[src/rtl/z_core_mem_arbiter.sv]
// Arbiter sharing one single-port memory between the z_core control unit (M0)
// and the debug/DMA loader (M1). One access in flight at a time; ties are
// broken round-robin. The memory has a fixed read latency.
module z_core_mem_arbiter #(
   parameter int ADDR_W      = 32,
   parameter int DATA_W      = 32,
   parameter int MEM_LATENCY = 1,
   parameter int RESET_PRIO  = 0
) (
   input  logic              clk,
   input  logic              reset,

   input  logic              m0_req_valid,
   output logic              m0_req_ready,
   input  logic              m0_req_we,
   input  logic [ADDR_W-1:0] m0_req_addr,
   input  logic [DATA_W-1:0] m0_req_wdata,
   output logic              m0_resp_valid,
   output logic [DATA_W-1:0] m0_resp_rdata,

   input  logic              m1_req_valid,
   output logic              m1_req_ready,
   input  logic              m1_req_we,
   input  logic [ADDR_W-1:0] m1_req_addr,
   input  logic [DATA_W-1:0] m1_req_wdata,
   output logic              m1_resp_valid,
   output logic [DATA_W-1:0] m1_resp_rdata,

   output logic              mem_en,
   output logic              mem_we,
   output logic [ADDR_W-1:0] mem_addr,
   output logic [DATA_W-1:0] mem_wdata,
   input  logic [DATA_W-1:0] mem_rdata,

   output logic              busy
);

   // state   | meaning
   // --------+-------------------------------------------------------------
   // S_IDLE  | no access in flight; arbitrate and accept one request
   // S_ISSUE | one-cycle mem_en strobe with the latched request
   // S_WAIT  | count down the memory latency, capture read data at zero
   // S_RESP  | one-cycle response pulse to the owning master
   localparam logic [1:0] S_IDLE  = 2'd0;
   localparam logic [1:0] S_ISSUE = 2'd1;
   localparam logic [1:0] S_WAIT  = 2'd2;
   localparam logic [1:0] S_RESP  = 2'd3;

   localparam int              CNT_W    = $clog2(MEM_LATENCY + 1);
   localparam logic [CNT_W-1:0] CNT_LOAD = CNT_W'(MEM_LATENCY - 1);
   localparam logic            LAST_RST = (RESET_PRIO == 0) ? 1'b1 : 1'b0;

   logic [1:0]        state_q;
   logic [1:0]        state_d;
   logic [CNT_W-1:0]  cnt_q;
   logic              owner_q;
   logic              last_grant_q;
   logic              lat_we_q;
   logic [ADDR_W-1:0] lat_addr_q;
   logic [DATA_W-1:0] lat_wdata_q;
   logic [DATA_W-1:0] resp_rdata_q;

   logic              sel_m1;
   logic              idle;
   logic              accept;
   logic              cnt_zero;

   assign idle     = (state_q == S_IDLE);
   assign accept   = idle && (m0_req_valid || m1_req_valid);
   assign cnt_zero = (cnt_q == '0);

   // Pick a master: a lone requester wins; on a tie, the one not granted last.
   always_comb begin
      sel_m1 = m1_req_valid;
      if (m0_req_valid && m1_req_valid) begin
         sel_m1 = ~last_grant_q;
      end
   end

   assign m0_req_ready = idle && m0_req_valid && !sel_m1;
   assign m1_req_ready = idle && m1_req_valid &&  sel_m1;

   // Next-state sequencing of a single access.
   always_comb begin
      state_d = state_q;
      case (state_q)
         S_IDLE:  if (accept) state_d = S_ISSUE;
         S_ISSUE: state_d = S_WAIT;
         S_WAIT:  if (cnt_zero) state_d = S_RESP;
         S_RESP:  state_d = S_IDLE;
         default: state_d = S_IDLE;
      endcase
   end

   // State, request latches, latency down-counter and response data register.
   always_ff @(posedge clk) begin
      if (reset) begin
         state_q      <= S_IDLE;
         cnt_q        <= '0;
         owner_q      <= 1'b0;
         last_grant_q <= LAST_RST;
         lat_we_q     <= 1'b0;
         lat_addr_q   <= '0;
         lat_wdata_q  <= '0;
         resp_rdata_q <= '0;
      end else begin
         state_q <= state_d;
         if (accept) begin
            owner_q      <= sel_m1;
            last_grant_q <= sel_m1;
            lat_we_q     <= sel_m1 ? m1_req_we    : m0_req_we;
            lat_addr_q   <= sel_m1 ? m1_req_addr  : m0_req_addr;
            lat_wdata_q  <= sel_m1 ? m1_req_wdata : m0_req_wdata;
         end
         // Reloaded on every issue, so the counter never needs to wrap.
         if (state_q == S_ISSUE) begin
            cnt_q <= CNT_LOAD;
         end else if (state_q == S_WAIT && !cnt_zero) begin
            cnt_q <= cnt_q - CNT_W'(1);
         end
         // Writes return zero so a stale read value never leaks into an ack.
         if (state_q == S_WAIT && cnt_zero) begin
            resp_rdata_q <= lat_we_q ? '0 : mem_rdata;
         end
      end
   end

   assign mem_en    = (state_q == S_ISSUE);
   assign mem_we    = (state_q == S_ISSUE) && lat_we_q;
   assign mem_addr  = lat_addr_q;
   assign mem_wdata = lat_wdata_q;

   assign m0_resp_valid = (state_q == S_RESP) && !owner_q;
   assign m1_resp_valid = (state_q == S_RESP) &&  owner_q;
   assign m0_resp_rdata = resp_rdata_q;
   assign m1_resp_rdata = resp_rdata_q;

   assign busy = !idle;

endmodule

[config.mk]
export PLATFORM = sky130hd
export DESIGN_NAME = z_core_mem_arbiter
export DESIGN_NICKNAME = d
export VERILOG_FILES = /design/src/rtl/z_core_mem_arbiter.sv
export SDC_FILE = /design/constraint.sdc
export NUM_CORES = 1
export LEC_CHECK = 0
export CAP_MARGIN = 20
export CORE_AREA = 2 2 116 118
export DETAILED_ROUTE_END_ITERATION = 8
export DIE_AREA = 0 0 118 120
export PLACE_DENSITY_LB_ADDON = 0.05
export SLEW_MARGIN = 10
export SYNTH_ARGS = -nofsm -noshare
export SYNTH_HDL_FRONTEND = slang
export SYNTH_SLANG_ARGS = --single-unit
[constraint.sdc]
create_clock -name clk -period 4.65 [get_ports clk]
set_clock_uncertainty 0.15 [all_clocks]
set_input_delay 1.395 -clock clk [delete_from_list [all_inputs] [get_ports clk]]
set_output_delay 1.395 -clock clk [all_outputs]
set_load 0.005 [all_outputs]
== Word level (Yosys, flattened, before mapping) ==
Index checks and enable logic that the tools add are counted.
Storage, ports and cells
  bits in registers: 102
  bits in latches: 0
  memory bits (writable): 0
  bits in read-only memories: 0
  bits of input ports: 166
  output and inout port bits: 135
  word-level logic and storage cells: 42
  memories kept: 0
Operators by class
  add/sub/neg operators: 1
  multipliers: 0
  div/mod/pow operators: 0
  magnitude comparators: 0
  equality and inequality tests: 5
  shift-type cells: 0
  muxes and demuxes: 8
  bitwise gates (word level): 2
  reduce and logical (&&, ||, !) cells: 18
Operators with widths (count)
  $mux 32: 3
  $logic_and 1x1->1: 11
  $pmux 2 s4: 1
  $eq 2x2->1 const B: 2
  $mux 2: 2
  $logic_not 1->1: 3
  $eq 2x1->1 const B: 1
  $logic_not 2->1: 1
  $mux 1: 2
  $ne 2x1->1 const B: 1
  $ne 2x2->1 const B: 1
  $not 1->1: 2
  $reduce_and 2->1: 1
  $reduce_or 2->1: 1
  $logic_or 1x1->1: 1
  $sub 1x1->1 const B: 1

== Longest topological paths before layout ==
  depth after elaboration: 4
  gate-level depth with buffers: 8

== Worst setup path before layout ==
OpenSTA, ideal clock, no wires.
  path type: input to output
  start: input m1_req_valid
  end: output m0_req_ready
  data arrival time: 2.105 ns
  data required time: 3.105 ns
  setup slack: 1.000 ns
  stages on the path: 4
  path buffers: 2
  cell sequence: a21bo_2 buf_4 buf_4 and3_1
Between the ends
  word-level cells in the longest chain between the ends: 4
RTL lines
  from (decl): line 21  | input logic m1_req_valid,
  $logic_and 1x1->1: line 75  | if (m0_req_valid && m1_req_valid) begin
  $mux 1 *: line 75
  $logic_not 1->1 *: line 80  | assign m0_req_ready = idle && m0_req_valid && !sel_m1;
  $logic_and 1x1->1 *: line 80
  to (decl): line 14  | output logic m0_req_ready,
Mark *: on every way between the ends. The rest lies on a longest branch, timed or not.

== Worst setup path in the final report ==
  start: input m1_req_valid
  end: output m1_req_ready
Between the ends
  word-level cells in the longest chain between the ends: 3
  elaborated cells between the ends (all ways): 4
  classes of those cells: mux (1); reduce/logical (3)
RTL lines
  $logic_and 1x1->1: line 75
  $mux 1: line 75
  $logic_and 1x1->1 *: line 81  | assign m1_req_ready = idle && m1_req_valid && sel_m1;
  to (decl): line 22  | output logic m1_req_ready,
Marked as above.

==> results.sh <==
export IMPL_run_status="finished clean"
export IMPL_post_cts_repair_resize_count=0
export IMPL_post_synthesis_cell_type_with_the_largest_combined_area="sky130_fd_sc_hd__dfxtp_1"
export IMPL_syn_inst=572
export IMPL_fp_dieW_um=118
export IMPL_post_place_ws_ns=0.332
export IMPL_ys_ff_latch=102
export IMPL_fp_row_count=42
export IMPL_yosysWarnings=0
export IMPL_detailed_place_hpwl_um=11800
export IMPL_routed_wl_um=16300
export IMPL_met3WireLength_um=1480
export IMPL_growth_of_design_area_from_synthesis_to_finish_pct=67.4
export IMPL_cts_hold_buf=0
export IMPL_layout_cells_non_filler=995
export IMPL_setup_tns_final_ns=0
export IMPL_met2_wire_length_um=8030
export IMPL_drc_errors=0
export IMPL_post_synth_instance_area_mm2=0.00479
export IMPL_layout_cell_area_non_filler_mm2=0.00802
export IMPL_layout_setup_ws_ns=0.338
export IMPL_worst_hold_path_type="reg -> reg"
export IMPL_vias=5033
export IMPL_critical_path_class="in -> out"
export IMPL_pin_count=301
export IMPL_h_tree_depth=3
export IMPL_cp_data_required_time_ns=3.11
export IMPL_dr_pass1_iters=5
export IMPL_synth_sequential_area_ratio_pct=42.6
export IMPL_antenna_violations_before_repair=0
export IMPL_tritoncts="yes"
export IMPL_clk_pin_slew_ns=0.07
export IMPL_finalCriticalPeriod_ns=4.31
export IMPL_clock_latency_at_the_later_pin_of_the_worst_skew_pair_ns=0.34
export IMPL_core_area_mm2=0.0130
export IMPL_die_area_mm2=0.0142
export IMPL_nets=984
export IMPL_count_of_final_max_slew_check_failures=0
export IMPL_detail_route_wirelength_met1_um=6180
export IMPL_power_density_mw_per_mm2=532
export IMPL_ys_top_cells_by_area="sky130_fd_sc_hd__dfxtp_1 (43%), sky130_fd_sc_hd__a211oi_2 (10%), sky130_fd_sc_hd__a21oi_1 (10%)"
export IMPL_cts_root_buffer="sky130_fd_sc_hd__clkbuf_16"
export IMPL_die_height_um=120
export IMPL_rsz_0062_raised_after_global_routing="false"
export IMPL_globalRouteTotalUtil_pct=22.4
export IMPL_ir_drop_v=0.000259
export IMPL_slew_limit_headroom_pct=40.2
export IMPL_route_antenna_remaining_nets=0
export IMPL_max_freq_mhz=232
export IMPL_measured_slew_at_the_worst_slew_check_pin_ns=0.894
export IMPL_yosysTopAreaCellShare_pct=42.6
export IMPL_synth_avg_cell_area_um2=8.37
export IMPL_post_cts_repair_setup_buffers=0
export IMPL_initial_utilization_pct=36.9
export IMPL_drt_iter0_drc=260
export IMPL_reg2reg_from="state_q[1]"
export IMPL_count_of_cell_types_in_the_netlist=27
export IMPL_drv_max_cap_violation_count=0
export IMPL_globalRoute_totalOverflow=0
export IMPL_critical_path_arrival_ns=2.77
export IMPL_post_drt_via_cell_ratio=5.06
export IMPL_path_max_fanout=4
export IMPL_cts_made_buffers=9
export IMPL_clock_sinks=102
export IMPL_placement_cell_area_mm2=0.00768
export IMPL_highest_layer="met4"
export IMPL_routabilityCongestion=0.793
export IMPL_route_detailed_wl_per_inst_um=16.4
export IMPL_fin_hold_ws_ns=0.315
export IMPL_hold_start="m0_resp_rdata[11]"
export IMPL_final_layout_size_suffix_gt1_share_pct=9.28
export IMPL_grt_pass1_wl_um=25400
export IMPL_grt_start_max_net_pins=55
export IMPL_setup_worst_path_start="m1_req_valid"
export IMPL_placement_io_buffers=300
export IMPL_dp_cells=979
export IMPL_endpoint_type_of_the_worst_setup_path="output port"
export IMPL_crit_path_start_kind="input pin"
export IMPL_n_fill_cell=1142
export IMPL_total_leakage_power_nw=2.96
export IMPL_antennaDiodeCount=0
export IMPL_synthesis_nets=742
export IMPL_period_share_pct=92.7
export IMPL_hold_viol=0
export IMPL_setup_failing_eps_final=0
export IMPL_grt_pass1_vias=4998
export IMPL_ctsLongestPathBuffers=2
-- per-layer routing --
layer  track usage (%)  vias up
met1              23.3     2356
li1                  -     2405
met4              11.7        0
met2              39.5      231
met5                 0        -
met3              8.13       41
-- cells by family (layout without fill, tap and decap cells) --
kind of cell / after synthesis / after routing / share of synthesized area [%]
muxes: 1 / 1 / 0.209
adders and majority gates: 4 / 4 / 1.04
and+or+nand+nor: 209 / 209 / 19.5
buffers and inverters: 85 / 332 / 10.7
AOI/OAI and AO/OA: 171 / 171 / 25.9
DFF: 102 / 102 / 42.6
-- report_power, final --
| group | total (mW) | internal [mW] | switching (mW) |
|---|---|---|---|
| clock network | 0.859 | 0.523 | 0.336 |
| logic | 2.09 | 1.12 | 0.973 |
| registers | 1.31 | 1.15 | 0.162 |
| total | 4.26 | 2.79 | 1.47 |
-- synth_stat cells (all sizes together) --
master  number
inv          3
and2         2
o21a         2
a21boi       1
nand2b       3
a211oi      65
nand3b      32
nor2b        2
or2          1
mux2i        1
a22oi        2
a21oi       98
and3         1
ha           4
dfxtp      102
a31oi        1
nor4b        1
o21ai        1
clkbuf      20
a21bo        1
nor2        70
buf         62
nand2       97
-- layout by cell type (no fill, tap or decap) --
| cell type | netlist | routed |
|---|---|---|
| sky130_fd_sc_hd__clkdlybuf4s50_1 | 0 | 299 |
| sky130_fd_sc_hd__dfxtp_1 | 102 | 102 |
| sky130_fd_sc_hd__a21oi_1 | 98 | 98 |
| sky130_fd_sc_hd__nand2_1 | 97 | 97 |
| sky130_fd_sc_hd__nor2_1 | 70 | 70 |
| sky130_fd_sc_hd__a211oi_2 | 40 | 40 |
| sky130_fd_sc_hd__nand3b_1 | 32 | 32 |
| sky130_fd_sc_hd__a211oi_1 | 25 | 25 |
| sky130_fd_sc_hd__buf_4 | 45 | 10 |
| sky130_fd_sc_hd__clkbuf_16 | 0 | 9 |
| sky130_fd_sc_hd__ha_1 | 4 | 4 |
| sky130_fd_sc_hd__inv_1 | 3 | 3 |
| sky130_fd_sc_hd__nand2b_1 | 3 | 3 |
| sky130_fd_sc_hd__bufinv_16 | 0 | 3 |
| sky130_fd_sc_hd__clkinv_2 | 0 | 3 |
| sky130_fd_sc_hd__and2_1 | 2 | 2 |
| sky130_fd_sc_hd__a22oi_1 | 2 | 2 |
| sky130_fd_sc_hd__buf_12 | 0 | 2 |
| sky130_fd_sc_hd__a21bo_2 | 1 | 1 |
| sky130_fd_sc_hd__nor2b_1 | 2 | 1 |
| sky130_fd_sc_hd__and3_1 | 1 | 1 |
| sky130_fd_sc_hd__a21boi_4 | 0 | 1 |
| sky130_fd_sc_hd__o21ai_4 | 0 | 1 |
| sky130_fd_sc_hd__o21a_2 | 0 | 1 |
| sky130_fd_sc_hd__nor2b_2 | 0 | 1 |
| sky130_fd_sc_hd__o21a_1 | 2 | 1 |
| sky130_fd_sc_hd__mux2i_1 | 1 | 1 |
| sky130_fd_sc_hd__nor4b_1 | 1 | 1 |
| sky130_fd_sc_hd__a31oi_1 | 1 | 1 |
| sky130_fd_sc_hd__or2_2 | 1 | 1 |
| sky130_fd_sc_hd__clkinvlp_4 | 0 | 1 |
| sky130_fd_sc_hd__buf_16 | 0 | 1 |
| sky130_fd_sc_hd__buf_8 | 0 | 1 |
-- layout make-up --
| cell class | instances | area, µm² | share of cell area [%] |
|---|---|---|---|
| inverter | 3 | 11.3 | 0.140 |
| clock inverter | 7 | 113 | 1.40 |
| timing repair buffer | 313 | 3150 | 39.3 |
| tap | 176 | 220 | 2.75 |
| clock buffer | 9 | 225 | 2.81 |
| multi-input combinational | 385 | 2260 | 28.1 |
| sequential | 102 | 2040 | 25.5 |
-- flip-flops by register name, summed over array words and instances, names as in the netlist --
| name | flops |
|---|---|
| m0_resp_rdata | 32 |
| owner_q | 1 |
| state_q | 2 |
| mem_wdata | 32 |
| lat_we_q | 1 |
| last_grant_q | 1 |
| cnt_q | 1 |
| mem_addr | 32 |
-- through the flow --
stage	util, %	total power, mW
6_report	61.8	4.26
5_1_grt	61.8	4.54
4_1_cts	61.8	4.31
3_5_place_dp	59.2	3.44
3_3_place_gp	58.8	3.35
2_1_floorplan	-	2.44
-- path summary, 6_finish.rpt --
| kind | end | slack [ns] | cells after the start |
|---|---|---|---|
| setup / recovery | m1_req_ready | 0.34 | 4 |
| hold / removal | m0_resp_rdata[11] | 0.32 | 2 |
| setup reg to reg | mem_wdata[10] | 2.32 | 6 |
| hold reg to reg | m0_resp_rdata[11] | 0.32 | 2 |
-- critical path, cell delays in order --
cell	delay (ns)
sky130_fd_sc_hd__clkdlybuf4s50_1	0.47
sky130_fd_sc_hd__a21bo_2	0.26
sky130_fd_sc_hd__nor2_1	0.10
sky130_fd_sc_hd__clkdlybuf4s50_1	0.55
(Power assumes the default switching activity.)
==> patch: new RTL, config.mk and constraints unchanged <==
`MEM_LATENCY`: 1 -> 2.
--- a/src/rtl/z_core_mem_arbiter.sv
+++ b/src/rtl/z_core_mem_arbiter.sv
@@ -4,7 +4,7 @@
 module z_core_mem_arbiter #(
    parameter int ADDR_W      = 32,
    parameter int DATA_W      = 32,
-   parameter int MEM_LATENCY = 1,
+   parameter int MEM_LATENCY = 2,
    parameter int RESET_PRIO  = 0
 ) (
    input  logic              clk,
Behaviour: not the same (Yosys sat finds a counterexample within 4 cycles, from zero or initial values and one cycle with reset high).
==> patch against the unedited design <==
Design area fell by 1.6%. Utilization fell by 1.0 points. Worst setup slack improved by 0.0061 ns. Routed wire length rose by 0.49%. Non-clock buffer count fell by 1. Total power fell by 7.0%. Synthesized cell count rose by 2.1%. Sequential cell count rose by 1. Area after synthesis fell by 0.73%.
==> patch: results (changes against the unedited design) <==
outcome finished clean; fraction of area in multi-input gates 27.5% (-0.65 points); syn_nets 755 (+1.8%); wire length per cell 16.4 µm (-0.21%); weighted congestion at the end of routability-driven global placement 0.793 (about the same); met1 GRT Util 25.3% (+2.0 points); proportion of total power due to net switching 34.3% (-0.25 points); number of global-route vias before repair 5002 (+0.080%); CTS max path bufs 2 (unchanged); crit-path max cell delay 0.47 ns (-0.08 ns); total length of routed met3 wires 1400 µm (-5.3%); post-place instance area 7580 µm² (-1.3%); layout buffer count excluding clock buffers 312 (-0.32%); total number of multi-input combinational cells 389 (+1.0%); Clk pin slew, worst setup/hold paths 0.07 ns (about the same); met3 Use GR 7.98% (-0.14 points); Total Wirelength 16400 µm (+0.49%); placed wire-length estimate after detailed placement 11700 µm (-1.5%); maximum number of pins on one net before global-route repair 83 (+51%); switching power of the nets 1.36 mW (-7.6%); vias after detailed routing 5050 (+0.34%); Clock Network Area Fraction 3.70% (-0.52 points); Seq. pwr 1.35 mW (+3%); final standard cell utilization of the core 60.8% (-1.0 points); post-layout worst setup margin 0.344 ns (+0.00606 ns); nets@finish 992 (+0.81%); Reg area 2060 µm² (+0.98%); Netlist cell types 28 (+3.7%); IR Drop Worst-Case VDD 0.251 mV (-3.3%); Min Hold Slack 0.316 ns (+0.00111 ns); violation count after the first detailed-routing iteration 278 (+6.9%); final-layout non-clock buffer area share 39.6% (+0.30 points); ratio of cells with drive above 1 in the final layout 5.08% (-4.2 points); global-route track usage on met2 39.9% (+0.47 points); Comb. pwr 1.86 mW (-11%); number of sequential cells 103 (+0.98%); worst endpoint data arrival time 2.76 ns (about the same); FILL cells 1218 (+6.7%); Synth area leaders sky130_fd_sc_hd__dfxtp_1 (43%), sky130_fd_sc_hd__a21oi_1 (11%), sky130_fd_sc_hd__a211oi_1 (8.7%), sky130_fd_sc_hd__nand2_1 (7.7%), sky130_fd_sc_hd__buf_4 (6.5%); Leak Pwr 2.92 nW (-1.4%); most frequent cells after synthesis sky130_fd_sc_hd__dfxtp_1 (103), sky130_fd_sc_hd__a21oi_1 (100), sky130_fd_sc_hd__nand2_1 (98), sky130_fd_sc_hd__nor2_1 (71), sky130_fd_sc_hd__a211oi_1 (55)
[patch: cell types whose count changed after synthesis, sizes merged, moves of 2 or more]
cell / unedited run / this run
nand3b: 32 / 0
nand4b: 0 / 32
clkbuf: 20 / 28
buf: 62 / 58
inv: 3 / 6
a21oi: 98 / 100
[patch: kinds of logic after synthesis]
group / share of synthesized area, %
compound gates: 23.2
xor+xnor: 0.184
fa+ha+maj: 1.32
buf+inv: 11.4
flops: 43.4
mux: 0.211
simple gates: 20.3
[patch: final timing paths]
check,endpoint,startpoint
worst max-delay path,m0_req_ready,m1_req_valid
worst min register to register,m0_resp_rdata[14]$_SDFFE_PP0P_,m0_resp_rdata[14]$_SDFFE_PP0P_
worst min-delay path,m0_resp_rdata[14]$_SDFFE_PP0P_,m0_resp_rdata[14]$_SDFFE_PP0P_
worst max register to register,mem_addr[17]$_SDFFE_PP0P_,state_q[0]$_SDFFE_PP0P_
